[config.mk]
export PLATFORM = sky130hd
export DESIGN_NAME = alu_golden
export DESIGN_NICKNAME = d
export VERILOG_FILES = /design/src/rtl/alu_sweep_checker_pkg.sv /design/src/rtl/alu_sweep_checker_golden.sv
export SDC_FILE = /design/constraint.sdc
export NUM_CORES = 1
export LEC_CHECK = 0
export CORE_MARGIN = 10
export CORE_UTILIZATION = 35
export DETAILED_ROUTE_END_ITERATION = 8
export SYNTH_ARGS = -nofsm -noshare
export SYNTH_HDL_FRONTEND = slang
export SYNTH_SLANG_ARGS = --single-unit
[constraint.sdc]
create_clock -name vclk -period 3.5
set_clock_uncertainty 0.15 [all_clocks]
set_input_delay 0.35 -clock vclk [all_inputs]
set_output_delay 0.35 -clock vclk [all_outputs]
set_load 0.01 [all_outputs]
[src/rtl/alu_sweep_checker_pkg.sv]
// Shared constants for the ALU sweep checker.
// Op codes, FSM encodings, flag positions, op-walk helper.
package alu_sweep_checker_pkg;

    localparam logic [2:0] OP_ADD = 3'd0;
    localparam logic [2:0] OP_ADC = 3'd1;
    localparam logic [2:0] OP_SUB = 3'd2;
    localparam logic [2:0] OP_SBC = 3'd3;
    localparam logic [2:0] OP_AND = 3'd4;
    localparam logic [2:0] OP_XOR = 3'd5;
    localparam logic [2:0] OP_OR  = 3'd6;
    localparam logic [2:0] OP_CP  = 3'd7;

    localparam logic [2:0] S_IDLE  = 3'd0;
    localparam logic [2:0] S_APPLY = 3'd1;
    localparam logic [2:0] S_WAIT  = 3'd2;
    localparam logic [2:0] S_CHECK = 3'd3;
    localparam logic [2:0] S_DONE  = 3'd5;

    localparam int F_Z = 3;
    localparam int F_N = 2;
    localparam int F_H = 1;
    localparam int F_C = 0;

    // Lowest enabled op code >= from; bit 3 flags "found".
    function automatic logic [3:0] op_after(
        input logic [7:0] m,
        input logic [3:0] from
    );
        op_after = 4'b0;
        for (int k = 7; k >= 0; k--) begin
            if (m[k] && k >= int'(from)) begin
                op_after = {1'b1, 3'(k)};
            end
        end
    endfunction

endpackage

[src/rtl/alu_sweep_checker_golden.sv]
// Combinational SM83-style ALU reference model.
// H is the carry/borrow out of the low half of the operands.
module alu_golden
    import alu_sweep_checker_pkg::*;
#(
    parameter int WIDTH = 8
) (
    input  logic [2:0]       op,
    input  logic [WIDTH-1:0] a,
    input  logic [WIDTH-1:0] b,
    input  logic             cin,
    output logic [WIDTH-1:0] res,
    output logic [3:0]       flags
);
    localparam int HW = WIDTH / 2;

    logic           c;
    logic [WIDTH:0] sum;
    logic [WIDTH:0] dif;
    logic [HW:0]    hsum;
    logic [HW:0]    hdif;

    // Arithmetic on widened operands so carries/borrows land in the top bit.
    always_comb begin
        c     = cin & ((op == OP_ADC) | (op == OP_SBC));
        sum   = {1'b0, a} + {1'b0, b} + (WIDTH+1)'(c);
        dif   = {1'b0, a} - {1'b0, b} - (WIDTH+1)'(c);
        hsum  = {1'b0, a[HW-1:0]} + {1'b0, b[HW-1:0]} + (HW+1)'(c);
        hdif  = {1'b0, a[HW-1:0]} - {1'b0, b[HW-1:0]} - (HW+1)'(c);
        res   = '0;
        flags = '0;
        unique case (op)
            OP_ADD, OP_ADC: begin
                res        = sum[WIDTH-1:0];
                flags[F_H] = hsum[HW];
                flags[F_C] = sum[WIDTH];
            end
            OP_SUB, OP_SBC, OP_CP: begin
                res        = dif[WIDTH-1:0];
                flags[F_N] = 1'b1;
                flags[F_H] = hdif[HW];
                flags[F_C] = dif[WIDTH];
            end
            OP_AND: begin
                res        = a & b;
                flags[F_H] = 1'b1;
            end
            OP_XOR: res = a ^ b;
            default: res = a | b;
        endcase
        flags[F_Z] = (res == '0);
    end

endmodule

### After elaboration in Yosys (flattened, before gate mapping)

Cells that the tools add are included.

| storage, ports and cells | value |
|---|---|
| register bits after elaboration | 0 |
| bits of input ports | 20 |
| output and inout port bits | 12 |
| word-level logic and storage cells | 27 |

| cells by class | value |
|---|---|
| add/sub/neg operators | 8 |
| equality and inequality tests | 6 |
| multiplexer cells | 4 |
| bitwise logic cells | 5 |
| reduce and logical (&&, ||, !) cells | 4 |

Operators by type and width:

| cell | count |
|---|---|
| $pmux W8 S4 | 1 |
| $add A8 B8 Y9 | 1 |
| $add A9 B1 Y9 | 1 |
| $eq A3 B3 Y1 const B | 3 |
| $sub A8 B8 Y9 | 1 |
| $sub A9 B1 Y9 | 1 |
| $and A8 B8 Y8 | 1 |
| $logic_not A8 Y1 | 1 |
| $or A8 B8 Y8 | 1 |
| $xor A8 B8 Y8 | 1 |
| $eq A3 B2 Y1 const B | 2 |
| $add A4 B4 Y5 | 1 |
| $add A5 B1 Y5 | 1 |
| $sub A4 B4 Y5 | 1 |
| $sub A5 B1 Y5 | 1 |
| $eq A3 B1 Y1 const B | 1 |
| $logic_not A3 Y1 | 1 |
| $pmux W1 S3 | 1 |
| $reduce_or A3 Y1 | 1 |
| $pmux W1 S2 | 1 |
| $reduce_or A2 Y1 | 1 |
| $and A1 B1 Y1 | 1 |
| $mux W1 | 1 |
| $or A1 B1 Y1 | 1 |

### Logic depth before layout (Yosys ltp)

| logic depth | value |
|---|---|
| word-level depth | 6 |
| gate-level depth with buffers | 12 |
| gate-level depth less buffers | 12 |

### Worst setup path before layout

No wires, ideal clock.

| timing | value |
|---|---|
| path kind | in2out |
| from | input port op[2] |
| to | output port flags[3] |
| data arrival time | 2939 ps |
| data required time | 3000 ps |
| slack | 61 ps |
| stages | 10 |
| buffers on the path | 0 |
| cell sequence | inv_1 > nand3_1 > fa_1 > fa_1 > o21a_1 > or3_1 > a311oi_1 > a21oi_1 > or3_1 > nor4_2 |

| between the ends | value |
|---|---|
| cells in the longest elaborated chain, start to end | 6 |
| elaborated cells on any way between the ends | 15 |
| classes of those cells | 2 x add/sub; 6 x eq/ne; 1 x mux; 2 x bitwise; 4 x reduce/logical |

Ends and longest elaborated chain:

| item | RTL line | text |
|---|---|---|
| start, declared | alu_sweep_checker_golden.sv:8 | `input logic [2:0] op,` |
| $eq A3 B1 Y1 or $eq A3 B2 Y1 (tied branches) | alu_sweep_checker_golden.sv:25, alu_sweep_checker_golden.sv:32 |  |
| $or A1 B1 Y1 | alu_sweep_checker_golden.sv:25 | `c = cin & ((op == OP_ADC) \| (op == OP_SBC));` |
| $and A1 B1 Y1 | alu_sweep_checker_golden.sv:25 |  |
| $sub A9 B1 Y9 or $add A9 B1 Y9 (tied branches) | alu_sweep_checker_golden.sv:27, alu_sweep_checker_golden.sv:26 |  |
| $pmux W8 S4 * | alu_sweep_checker_golden.sv:32 | `unique case (op)` |
| net res[4] | alu_sweep_checker_golden.sv:12 | `output logic [WIDTH-1:0] res,` |
| $logic_not A8 Y1 * | alu_sweep_checker_golden.sv:51 | `flags[F_Z] = (res == '0);` |
| end, declared | alu_sweep_checker_golden.sv:13 | `output logic [3:0] flags` |

Mark *: on every way through the listed nets, which the timed path passes. The rest lies on a longest branch.

### Worst setup path in the final report

| timing | value |
|---|---|
| from | input port b[0] |
| to | output port flags[3] |

| between the ends | value |
|---|---|
| cells in the longest elaborated chain, start to end | 4 |
| elaborated cells on any way between the ends | 9 |
| classes of those cells | 4 x add/sub; 1 x mux; 3 x bitwise; 1 x reduce/logical |

Ends and longest elaborated chain:

| item | RTL line | text |
|---|---|---|
| start, declared | alu_sweep_checker_golden.sv:10 | `input logic [WIDTH-1:0] b,` |
| $sub A8 B8 Y9 or $add A8 B8 Y9 (tied branches) | alu_sweep_checker_golden.sv:27, alu_sweep_checker_golden.sv:26 |  |
| $sub A9 B1 Y9 or $add A9 B1 Y9 (tied branches) | alu_sweep_checker_golden.sv:27, alu_sweep_checker_golden.sv:26 |  |
| $pmux W8 S4 * | alu_sweep_checker_golden.sv:32 |  |
| $logic_not A8 Y1 * | alu_sweep_checker_golden.sv:51 |  |

Every way passes the cells marked *; elsewhere a longest branch is shown, timed or not.

==> reports/results.txt <==
status: finished clean
Final Setup Violations: 0
DR vias: 1713
critical path data arrival time: 2.94 ns
max frequency: 290 MHz
Yosys warnings: 0
Sequential Area: 0 µm²
DR WL/cell: 13.6 µm
vias in the first global route: 1667
FF+latch count: 0
syn_nets: 246
diodes inserted: 0
dpl hpwl: 3.63 mm
Final Hold Viols: 0
Leakage: 1.17 nW
first-pass GRT wire length: 7.53 mm
DR iter-0 viols: 95
core box area: 3940 µm²
RSZ-0062 raised after global routing: yes
syn_area_per_cell: 7.36 µm²
Distinct cells, synth: 46
post-synthesis sequential area ratio: 0%
Non-Filler Instances: 336
top cells by area, synth: ha_1, inv_1, fa_1
Layout fillers: 351
Crit Path Max Fanout: 3
Synth top area share: 26.5%
Slew HR: 70.9%
final net count: 342
startpoint types: input pin
fin. max-slew vios: 0
post-route minimum period: 3.44 ns
Remaining DRCs: 0
Boundary Pins: 32
clock buffer count in the final layout: 0
largest net degree at the start of global routing: 18
WP buf/inv: 3
WS Path Type: input pin to output port
TritonRoute pass-1 iters: 4
die span in x: 83.6 µm
Die ar.: 6980 µm²
Via density: 5.10
CP cell instances: buf_2, buf_6, fa_2, ha_4, xnor2_2, nand2_1, a31o_2, or3_1, or3_4, nor4_2, buf_2
# rows: 23
Req. time, crit path: 3.00 ns
Slew @ Worst Pin: 0.429 ns
Max VDD drop: 0.109 mV
cell with the biggest individual delay on the critical path: fa_2
Tcrit/Tclk final: 98.4%
dpl cells: 326
most area-hungry cell type in the Yosys netlist: ha_1
post-route setup TNS: 0 ns
final wirelength: 4.58 mm
Hold Path Class: input pin to output port
post-route ant nets: 0
worst setup path startpoint: b[0]
Tot GR Track Use: 12.0%
Port Buffers: 32
cell count after synthesis: 192
WHS: 1.23 ns
Starting Density: 35.9%
CP Depth: 11
top-count cell post-synth: ha_1
area grow syn2layout: 72.5%
CP Capture Type: output port
top cells by count, synth: ha_1, inv_1, nor2_1
GPL Wtd Cong: 0.827
Power Dens Cells: 200 nW/µm²
Crit path largest cell delay: 0.62 ns
antenna violations before repair: 0
cell family with most CP delay: simple AND/OR/NAND/NOR gates
share of cells above drive strength 1: 39.9%
mapped cell area: 1410 µm²
grt total ovfl: 0
CTS Hold Buffers Added: 0
Die Height: 83.6 µm
critical path endpoint: flags[3]
maxcap violations: 0
most used cell, CP: buf_2
-- worst min-delay path by stage --
stage | slack [ns] | endpoint | cells past startpoint | startpoint
6_report | 1.23 | flags[0] | 4 | op[2]
5_1_grt | 1.25 | flags[0] | 4 | op[2]
4_1_cts | 1.22 | flags[0] | 4 | op[2]
3_5_place_dp | 1.82 | res[7] | 5 | b[7]
3_3_place_gp | 1.80 | res[7] | 5 | b[7]
2_1_floorplan | 0.82 | res[1] | 3 | op[2]
-- where the power goes --
group	internal, W	total, W	switching (W)
sequential	0	0	0
combinational	0.000271	0.000487	0.000216
clock	0	0	0
-- cells by family (layout without fill, tap and decap cells) --
kind of cell,after synthesis,after routing,synth area share [%]
xor gates and xnor gates,8,8,4.96
muxes,12,12,9.03
buffers and inverters,36,130,10.6
AOI/OAI and AO/OA,47,47,23.0
and+or+nand+nor,55,55,20.2
adders and majority gates,34,34,32.2
-- cell usage in the layout, fill, tap and decap left out, types with 4 or more instances in the layout --
cell type / count
a21oi_1: 12
buf_2: 5
buf_4: 67
clkdlybuf4s50_1: 21
fa_2: 4
ha_1: 24
ha_4: 6
inv_1: 22
inv_2: 5
mux2_2: 5
mux2i_1: 6
nand2_1: 12
nand2b_1: 6
nor2_1: 14
o21ai_0: 4
xor2_1: 5
-- repair_timing --
action,in CTS,in global routing
gates resized for setup,53,19
buffers inserted,9,1
pin swaps,21,8
setup endpoints to repair,9,5
-- area by class of cell --
| class | count | area [µm²] | area share, % |
|---|---|---|---|
| inverter | 29 | 111 | 4.57 |
| timing repair buffer | 101 | 821 | 33.7 |
| multi-input combinational | 156 | 1440 | 59.2 |
| tap | 50 | 62.6 | 2.57 |
-- per-layer routing --
layer / up-vias / part of all wire, % / global-route usage, %
li1: 867 / - / -
met1: 797 / 44 / 15.3
met2: 41 / 50 / 21.8
met3: 8 / 4.0 / 0.879
met4: 0 / 1.5 / 1.37
met5: - / 0 / 0
-- stage by stage --
stage	instance area [µm²]	total power, W	util (%)	setup WS, ns
6_report	2440	0.000487	61.9	0.0567
5_1_grt	2440	0.000533	61.9	-0.0716
4_1_cts	2340	0.000458	59.3	-0.0748
3_5_place_dp	2200	0.000414	55.8	-0.840
3_3_place_gp	2200	0.000413	55.8	-0.811
2_1_floorplan	1410	0.000209	-	0.0609
Note: power is estimated with default switching activity, not from simulation.
